<file path="config.mk">
export PLATFORM = sky130hd
export DESIGN_NAME = uart_tx_param
export DESIGN_NICKNAME = d
export VERILOG_FILES = /design/src/rtl/uart_pkg.sv /design/src/rtl/uart_bit_tick.sv /design/src/rtl/uart_tx_param.sv
export SDC_FILE = /design/constraint.sdc
export NUM_CORES = 1
export LEC_CHECK = 0
export ABC_AREA = 1
export CORE_MARGIN = 5
export CORE_UTILIZATION = 49
export CTS_CLUSTER_SIZE = 16
export DETAILED_ROUTE_END_ITERATION = 12
export PLACE_DENSITY = 0.73
export SETUP_SLACK_MARGIN = 0.1
export SYNTH_ARGS = -nofsm -noshare
export SYNTH_HDL_FRONTEND = slang
export SYNTH_SLANG_ARGS = --single-unit
export TNS_END_PERCENT = 30
</file>
<file path="constraint.sdc">
create_clock -name uart_clk -period 1.2 [get_ports uart_clk]
set_clock_uncertainty 0.1 [all_clocks]
set_input_delay 0.24 -clock uart_clk [delete_from_list [all_inputs] [get_ports uart_clk]]
set_output_delay 0.24 -clock uart_clk [all_outputs]
set_load 0.1 [all_outputs]
</file>
<file path="src/rtl/uart_pkg.sv">
// Shared UART transmit types and line levels.
// The state set always includes PARITY; it is reachable only when UART_TX_PARITY_EN is defined.
package uart_pkg;

    typedef enum logic [2:0] {
        IDLE   = 3'd0,
        LOAD   = 3'd1,
        START  = 3'd2,
        DATA   = 3'd3,
        PARITY = 3'd4,
        STOP   = 3'd5
    } uart_tx_state_t;

    localparam logic IDLE_LEVEL  = 1'b1;
    localparam logic START_LEVEL = 1'b0;

    // States in which the line is carrying a frame bit and the bit timer must run.
    function automatic logic in_frame(input uart_tx_state_t s);
        return (s == START) || (s == DATA) || (s == PARITY) || (s == STOP);
    endfunction

endpackage

</file>
<file path="src/rtl/uart_bit_tick.sv">
// Bit-period timer: counts OSR uart_clk cycles per bit and pulses bit_end on the last one.
// restart zeroes the count so the first bit of a frame is a full OSR cycles long.
module uart_bit_tick #(
    parameter int OSR = 16
) (
    input  logic uart_clk,
    input  logic rst_n,
    input  logic en,
    input  logic restart,
    output logic bit_end
);

    localparam int CNT_W = (OSR > 1) ? $clog2(OSR) : 1;
    localparam logic [CNT_W-1:0] LAST_CYC = CNT_W'(OSR - 1);

    logic [CNT_W-1:0] cyc_cnt;

    assign bit_end = en && (cyc_cnt == LAST_CYC);

    always_ff @(posedge uart_clk or negedge rst_n) begin
        if (!rst_n) begin
            cyc_cnt <= '0;
        end else if (restart) begin
            cyc_cnt <= '0;
        end else if (en) begin
            cyc_cnt <= bit_end ? '0 : cyc_cnt + 1'b1;
        end
    end

endmodule

</file>
<file path="src/rtl/uart_tx_param.sv">
// Parameterised UART transmitter pulling bytes from a show-ahead-free FIFO (data one cycle after rdreq).
// Optional parity bit compiled in with macro UART_TX_PARITY_EN.
module uart_tx_param
    import uart_pkg::*;
#(
    parameter int DATA_W    = 8,
    parameter int OSR       = 16,
    parameter int STOP_BITS = 1
) (
    input  logic              uart_clk,
    input  logic              rst_n,
    input  logic              tf_empty,
    input  logic [DATA_W-1:0] tf_data,
    output logic              tf_rdreq,
    input  logic              parity_odd,
    output logic              uart_txd,
    output logic              tx_busy
);

    localparam int BIT_W = $clog2(DATA_W + 1);
    localparam logic [BIT_W-1:0] LAST_DATA = BIT_W'(DATA_W - 1);
    localparam logic [BIT_W-1:0] LAST_STOP = BIT_W'(STOP_BITS - 1);

    uart_tx_state_t    state, state_d;
    logic [DATA_W-1:0] shreg, shreg_d;
    logic [BIT_W-1:0]  bit_cnt, bit_cnt_d;
    logic              txd_q, txd_d;
    logic              bit_end;
    logic              tick_en;
    logic              tick_restart;

`ifdef UART_TX_PARITY_EN
    logic par_q, par_d;

    function automatic logic frame_parity(input logic [DATA_W-1:0] d, input logic odd);
        return (^d) ^ odd;
    endfunction
`else
    logic parity_odd_unused;
    assign parity_odd_unused = parity_odd;
`endif

    // The read strobe is held off for the whole reset so no byte is pulled while the FSM is forced.
    assign tf_rdreq = rst_n && (state == IDLE) && !tf_empty;
    assign tx_busy  = tf_rdreq || (state != IDLE);
    assign uart_txd = txd_q;

    assign tick_en      = in_frame(state);
    assign tick_restart = (state == LOAD);

    uart_bit_tick #(
        .OSR(OSR)
    ) u_bit_tick (
        .uart_clk(uart_clk),
        .rst_n   (rst_n),
        .en      (tick_en),
        .restart (tick_restart),
        .bit_end (bit_end)
    );

    // txd_d always carries the level of the bit that starts on the next cycle,
    // so the registered line changes exactly on bit boundaries.
    always_comb begin
        state_d   = state;
        shreg_d   = shreg;
        bit_cnt_d = bit_cnt;
        txd_d     = txd_q;
`ifdef UART_TX_PARITY_EN
        par_d     = par_q;
`endif
        case (state)
            IDLE: begin
                txd_d = IDLE_LEVEL;
                if (!tf_empty) begin
                    state_d = LOAD;
                end
            end
            LOAD: begin
                shreg_d   = tf_data;
                bit_cnt_d = '0;
                txd_d     = START_LEVEL;
`ifdef UART_TX_PARITY_EN
                par_d     = frame_parity(tf_data, parity_odd);
`endif
                state_d   = START;
            end
            START: begin
                if (bit_end) begin
                    txd_d   = shreg[0];
                    state_d = DATA;
                end
            end
            DATA: begin
                if (bit_end) begin
                    shreg_d = shreg >> 1;
                    if (bit_cnt == LAST_DATA) begin
                        bit_cnt_d = '0;
`ifdef UART_TX_PARITY_EN
                        txd_d     = par_q;
                        state_d   = PARITY;
`else
                        txd_d     = IDLE_LEVEL;
                        state_d   = STOP;
`endif
                    end else begin
                        bit_cnt_d = bit_cnt + 1'b1;
                        txd_d     = shreg[1];
                    end
                end
            end
`ifdef UART_TX_PARITY_EN
            PARITY: begin
                if (bit_end) begin
                    txd_d   = IDLE_LEVEL;
                    state_d = STOP;
                end
            end
`endif
            STOP: begin
                txd_d = IDLE_LEVEL;
                if (bit_end) begin
                    if (bit_cnt == LAST_STOP) begin
                        bit_cnt_d = '0;
                        state_d   = IDLE;
                    end else begin
                        bit_cnt_d = bit_cnt + 1'b1;
                    end
                end
            end
            default: begin
                txd_d   = IDLE_LEVEL;
                state_d = IDLE;
            end
        endcase
    end

    always_ff @(posedge uart_clk or negedge rst_n) begin
        if (!rst_n) begin
            state   <= IDLE;
            shreg   <= '0;
            bit_cnt <= '0;
            txd_q   <= IDLE_LEVEL;
        end else begin
            state   <= state_d;
            shreg   <= shreg_d;
            bit_cnt <= bit_cnt_d;
            txd_q   <= txd_d;
        end
    end

`ifdef UART_TX_PARITY_EN
    always_ff @(posedge uart_clk or negedge rst_n) begin
        if (!rst_n) begin
            par_q <= 1'b0;
        end else begin
            par_q <= par_d;
        end
    end
`endif

endmodule

</file>
==> impl_metrics.tcl, run 1 <==
set metrics [dict create \
    clk_root_buffer_cell "clkbuf_4" \
    dr_total_vias 1243 \
    violations "negative setup slack" \
    grt_max_degree 21 \
    floorplan.initialDensity_pct 51.3 \
    cts_tree "done" \
    vias_in_the_first_global_route 1237 \
    antenna_cells 0 \
    detailedPlace.worstSlack_ps -312 \
    syn_area_per_cell_um2 7.85 \
    ff_to_ff_start "state[0]$_DFFE_PN0P_" \
    io_buffers 13 \
    max-slew-margin-rel_pct 81.8 \
    hold_class "primary input to async pin" \
    route.detailed.drc 0 \
    fin_nets 229 \
    clock_sinks 20 \
    total_leakage_power_nw 0.923 \
    cts_buffer_depth 2 \
    postSynthRegisterBits 20 \
    routed_wirelength_um 3310 \
    crit_path_cell_trace "inv_2, nand2_2, nor2_4, buf_12" \
    die_w_um 60.9 \
    power.total_mw 1.22 \
    final-max-slew-violation-count 0 \
    boundaryPins 15 \
    setup.worst_path.class "flip-flop to primary output" \
    final_hold_viol_count 0 \
    final.hold.worst_slack_ps 221 \
    chipHeight_um 60.9 \
    worst_skew_late_latency_ps 320 \
    post-route-worst-setup-slack_ps -404 \
    initialDrtViolationCount 49 \
    worstReg2RegEnd "bit_cnt[1]$_DFFE_PN0P_" \
    cp_slowest_stage_delay_ps 450 \
    antenna_found_initial 0 \
    result_of_the_run "finished, violations left" \
    count_of_warnings_emitted_by_yosys 0 \
    drt-vias-per-instance 5.12 \
    layout-area-overhead-vs-synth_pct 52.6 \
    worst-endpoint-arrival_ps 1260 \
    filler_cell_count 183 \
    pwr_density_cell_mw_per_mm2 627 \
    layout-drive-gt1-share_pct 43.2 \
    switching_power_mw 0.289 \
    end_kind "primary output" \
    power_frac_comb_pct 8.5 \
    power.share.clock_pct 34.2 \
    timing.reg2reg.worst_path_depth 9 \
    path_clk_slew_ps 130 \
    final.period_utilization_pct 134 \
    synthesized_instance_count 162 \
    rsz_0062_raised_after_global_routing "yes" \
    detailed_place_hpwl_um 2310 \
    postLayoutCoreUtil_pct 78.3 \
    crit_slowest_cell "dfrtp_1" \
    synth.net_count 177 \
    core_region_area_mm2 0.00248 \
    cts.htree.levels 1 \
    drtAntennaViolNets 0 \
    grt.total_usage_pct 19.3 \
    finalWorstPathRequiredPeriod_ps 1600 \
    critPathRequiredTime_ps 860 \
    cp_max_fo 5 \
    setup_viol_count_final 23 \
    yosysUniqueCellTypes 25 \
    die_area_mm2 0.00371 \
    syn_area_mm2 0.00127 \
    ys_seq_area_share_pct 39.5 \
    reg2reg_setup_slack_ps -320 \
    hold_buffers 0 \
    power_switching_share_pct 23.8 \
    clock.fmax_mhz 623 \
    gp_congestion 0.850 \
    cts-buffers-inserted 3 \
    grt_first_pass_wirelength_um 5330 \
    post_route_setup_tns_ps -5360 \
    cp_top_family "flip-flops" \
    max_slew.worst_pin.slew_ps 273 \
    globalRouteOverflowTotal 0 \
    drt_first_pass_iters 4 \
    worstSetupStartpointType "flip-flop" \
    cell_internal_pwr_mw 0.926 \
    pwr-share-seq_pct 57.3 \
    critical_path_buf_inv_count 2 \
    fp-row-count 18 \
    maxCapViolCount 0 \
    vdd_ir_drop_max_mv 0.849 \
    route.detailed.wl_per_inst_um 13.6 \
]
==> what timing repair did <==
item / in CTS / in global routing
gates cloned: 1 / 0
gates resized for setup: 17 / 16
endpoints found under the setup margin: 23 / 23
buffers inserted: 5 / 4
pin swaps: 4 / 8
==> kinds of logic (layout without fill, tap and decap cells) <==
family / after synthesis / in the layout / share of synthesized area [%]
buf+inv: 19 / 70 / 8.86
xor+xnor: 3 / 3 / 2.07
compound gates: 19 / 19 / 9.74
flops: 20 / 20 / 39.5
simple gates: 98 / 98 / 36.9
fa+ha+maj: 3 / 3 / 2.95
==> how the worst max path moves through the flow <==
stage	start	slack, ps	cells past startpoint	end
final	state[2]$_DFFE_PN0P_	-400	4	tf_rdreq
after global routing	state[2]$_DFFE_PN0P_	-450	4	tf_rdreq
after CTS	state[0]$_DFFE_PN0P_	-410	4	tf_rdreq
after detailed placement	tf_empty	-310	5	tx_busy
after global placement	tf_empty	-270	5	tx_busy
after floorplan	state[1]$_DFFE_PN0P_	-330	4	tf_rdreq
==> metal layers <==
layer,vias up,routed length (um),track usage (%)
met3,7,86,2.55
met4,0,53,5.88
li1,629,-,-
met1,591,1450,23.7
met5,-,0,0
met2,16,1720,35.0
==> registers in the layout, indices dropped and copies added, names as in the netlist <==
register / cells
bit_cnt: 4
shreg: 8
state: 3
u_bit_tick.cyc_cnt: 4
uart_txd: 1
==> through the flow <==
stage                     std cells  instance area (um2)
after floorplan                 162                 1310
after global placement          230                 1680
after detailed placement        230                 1680
after CTS                       240                 1850
after global routing            243                 1940
final                           243                 1940
==> cells in the final DEF (no fill, tap or decap), drive strengths merged <==
master and count:
o31ai 7, ha 3, o22ai 1, nand2 40, clkdlybuf4s50 10, inv 14
o21ai 8, nor2 36, clkbuf 4, xor2 2, xnor2 1, dfstp 1
nand4 1, buf 42, o21a 1, dfrtp 19, a21oi 2, nand3 21
==> area by class of cell <==
cell class | count | area, um2 | area share (%)
multi-input combinational | 123 | 802 | 41.4
sequential | 20 | 504 | 26.0
timing repair buffer | 52 | 504 | 26.0
inverter | 14 | 55.1 | 2.84
tap | 30 | 37.5 | 1.94
clock buffer | 4 | 36.3 | 1.87
==> power groups by stage <==
stage	Clock (mW)	Sequential (mW)	Combinational, mW
after floorplan	0	0.720	0.0217
after global placement	0	0.708	0.0953
after detailed placement	0	0.710	0.0980
after CTS	0.417	0.697	0.0988
after global routing	0.438	0.699	0.112
final	0.415	0.697	0.103
==> cell usage after synthesis, drive strengths merged <==
library cell,number,area [um2]
o22ai,1,6.26
xnor2,1,8.76
nor2,36,163
o21a,1,7.51
a21oi,2,10.0
dfstp,1,26.3
inv,14,52.6
dfrtp,19,475
o31ai,7,52.6
xor2,2,17.5
o21ai,8,47.5
buf,5,60.1
ha,3,37.5
nand2,40,180
nand3,21,120
nand4,1,6.26
No activity file was read; power rests on OpenSTA's default activity.
==> run 2, diff against run 1 <==
==> constraint.sdc (replaced) <==
create_clock -name uart_clk -period 1.2 [get_ports uart_clk]
set_clock_uncertainty 0.1 [all_clocks]
set_input_delay 0.24 -clock uart_clk [delete_from_list [all_inputs] [get_ports uart_clk]]
set_output_delay 0.24 -clock uart_clk [all_outputs]
set_load 0.05 [all_outputs]
==> run 2 against run 1 <==
Sequential share of layout area shrank 0.10 points. Combinational power shrank 14%. Via count grew 2.7%. Register-to-register slack is essentially flat. Non-clock buffer count grew 2. Fmax grew 0.20%. Sequential cell count is the same. Total power grew 11%. Global-route usage grew 1.2 points. Cell area grew 0.39%. Die area is the same. The run still ends with negative setup slack left.
==> impl_metrics.tcl, run 2 (synthesis gave the netlist of run 1 again) <==
set metrics [dict create \
    pwr-share-seq_pct 51.4 \
    maxCapViolCount 0 \
    crit_path_cell_trace "nor2_4, buf_6, nand3_4, buf_12" \
    worstReg2RegEnd "state[0]$_DFFE_PN0P_" \
    core_region_area_mm2 0.00248 \
    power.total_mw 1.35 \
    gp_congestion 0.851 \
    switching_power_mw 0.280 \
    dr_total_vias 1276 \
    fin_nets 231 \
    max_flop_register "shreg" \
    post-route-worst-setup-slack_ps -401 \
    detailed_place_hpwl_um 2250 \
    max-slew-margin-rel_pct 77.7 \
    drt_first_pass_iters 4 \
    setup.worst_path.class "flip-flop to primary output" \
    grt_first_pass_wirelength_um 5710 \
    final-max-slew-violation-count 0 \
    drtAntennaViolNets 0 \
    final.period_utilization_pct 133 \
    rsz_0062_raised_after_global_routing "yes" \
    route.detailed.wl_per_inst_um 14.1 \
    critPathRequiredTime_ps 860 \
    cts.htree.levels 1 \
    cell_internal_pwr_mw 1.07 \
    worst-endpoint-arrival_ps 1260 \
    ff_to_ff_start "bit_cnt[0]$_DFFE_PN0P_" \
    timing.reg2reg.worst_path_depth 8 \
    antenna_found_initial 0 \
    post_route_setup_tns_ps -5530 \
    reg.largest.list "shreg x8, bit_cnt x4, u_bit_tick.cyc_cnt x4" \
    power_switching_share_pct 20.7 \
    fp-row-count 18 \
    routed_wirelength_um 3450 \
    grt.total_usage_pct 20.5 \
    worst_skew_late_latency_ps 320 \
    cp_max_fo 3 \
    total_leakage_power_nw 0.918 \
    globalRouteOverflowTotal 0 \
    boundaryPins 15 \
    layout-drive-gt1-share_pct 47.0 \
    pwr_density_cell_mw_per_mm2 695 \
    worstSetupStartpointType "flip-flop" \
    cts_buffer_depth 2 \
    initialDrtViolationCount 49 \
    hold_class "primary input to async pin" \
    cts-buffers-inserted 3 \
    clock.fmax_mhz 625 \
    layout-area-overhead-vs-synth_pct 53.1 \
    setup.worst_path.start "state[1]$_DFFE_PN0P_" \
    clock_sinks 20 \
    route.detailed.drc 0 \
    antenna_cells 0 \
    floorplan.initialDensity_pct 51.3 \
    layout_commonest_cell "buf_4" \
    cts_tree "done" \
    grt_max_degree 21 \
    finalWorstPathRequiredPeriod_ps 1600 \
    hold_buffers 0 \
    die_area_mm2 0.00371 \
    die_w_um 60.9 \
    max_slew.worst_pin.slew_ps 331 \
    setup_viol_count_final 23 \
    end_kind "primary output" \
    io_buffers 13 \
    result_of_the_run "finished, violations left" \
    path_clk_slew_ps 130 \
    chipHeight_um 60.9 \
    leading_cell_types_in_the_layout_fill_and_taps_excluded "buf_4, nand2_1, nor2_1, dfrtp_1, nand3_1" \
    power_frac_comb_pct 6.5 \
    drt-vias-per-instance 5.21 \
    violations "negative setup slack" \
    crit_slowest_cell "dfrtp_2" \
    largest_register_ff_count 8 \
    setup.worst_path.end "tx_busy" \
    power.share.clock_pct 42.1 \
    cp_slowest_stage_delay_ps 450 \
    final_hold_viol_count 0 \
    vias_in_the_first_global_route 1321 \
    clk_root_buffer_cell "clkbuf_4" \
    reg2reg_setup_slack_ps -310 \
    vdd_ir_drop_max_mv 0.664 \
]
run 2: cell types whose count changed in the layout (fill, tap and decap cells not counted), moves of 2 or more:
| cell | previous run | this run |
|---|---|---|
| buf_4 | 32 | 36 |
| ha_1 | 2 | 0 |
| ha_2 | 0 | 2 |
| inv_1 | 10 | 7 |
| inv_2 | 3 | 5 |
| nand3_1 | 15 | 13 |
| nand3_2 | 5 | 7 |
| nor2_1 | 26 | 23 |
| nor2_2 | 3 | 5 |
| o31ai_1 | 3 | 5 |
| o31ai_4 | 2 | 0 |
run 2: power by group through the flow:
| stage | logic (mW) | clock network [mW] | registers [mW] |
|---|---|---|---|
| finish | 0.0886 | 0.569 | 0.696 |
| global route | 0.0970 | 0.600 | 0.698 |
| CTS | 0.0893 | 0.570 | 0.696 |
| detailed placement | 0.0883 | 0 | 0.709 |
| global placement | 0.0856 | 0 | 0.708 |
| floorplan | 0.0217 | 0 | 0.713 |
run 2: how the worst min path moves through the flow:
stage	startpoint	endpoint	slack [ps]
after floorplan	rst_n	bit_cnt[0]$_DFFE_PN0P_	-160
after global placement	shreg[7]$_DFFE_PN0P_	shreg[7]$_DFFE_PN0P_	360
final	rst_n	shreg[0]$_DFFE_PN0P_	200
after global routing	rst_n	shreg[0]$_DFFE_PN0P_	220
after detailed placement	shreg[7]$_DFFE_PN0P_	shreg[7]$_DFFE_PN0P_	370
after CTS	rst_n	shreg[1]$_DFFE_PN0P_	210
run 2: through the flow:
stage	worst slack (ps)	hold WS, ps	utilization, %	instances	area, um2
6_report	-401	197	78.6	245	1950
5_1_grt	-448	216	78.6	245	1950
4_1_cts	-387	215	76.4	243	1890
3_5_place_dp	-338	371	68.7	233	1700
3_3_place_gp	-260	364	68.7	233	1700
2_1_floorplan	-158	-156	-	162	1300
run 2: per-layer routing:
layer	part of all wire [%]	vias to the layer above	track usage (%)
li1	-	630	-
met1	41	604	25.1
met2	52	25	35.4
met3	2.2	17	2.98
met4	4.2	0	9.60
met5	0	-	0
run 2: final cells by class:
cell class	count	area [um2]
Clock inverter	1	30.0
Tap cell	30	37.5
Inverter	14	57.6
Fill cell	170	531
Timing Repair Buffer	54	495
Sequential cell	20	504
Multi-Input combinational cell	123	800
Clock buffer	3	22.5
run 2: timing repair:
action,4_1_cts,5_1_grt
pin swaps,3,2
endpoints found under the setup margin,23,23
gates resized for setup,28,10
buffers inserted,6,2
gates cloned,0,0
run 2: critical path, delay by kind of cell (launching register included):
family	cells	cell delay, ps
buf+inv	2	280
flops	1	450
simple gates	2	230
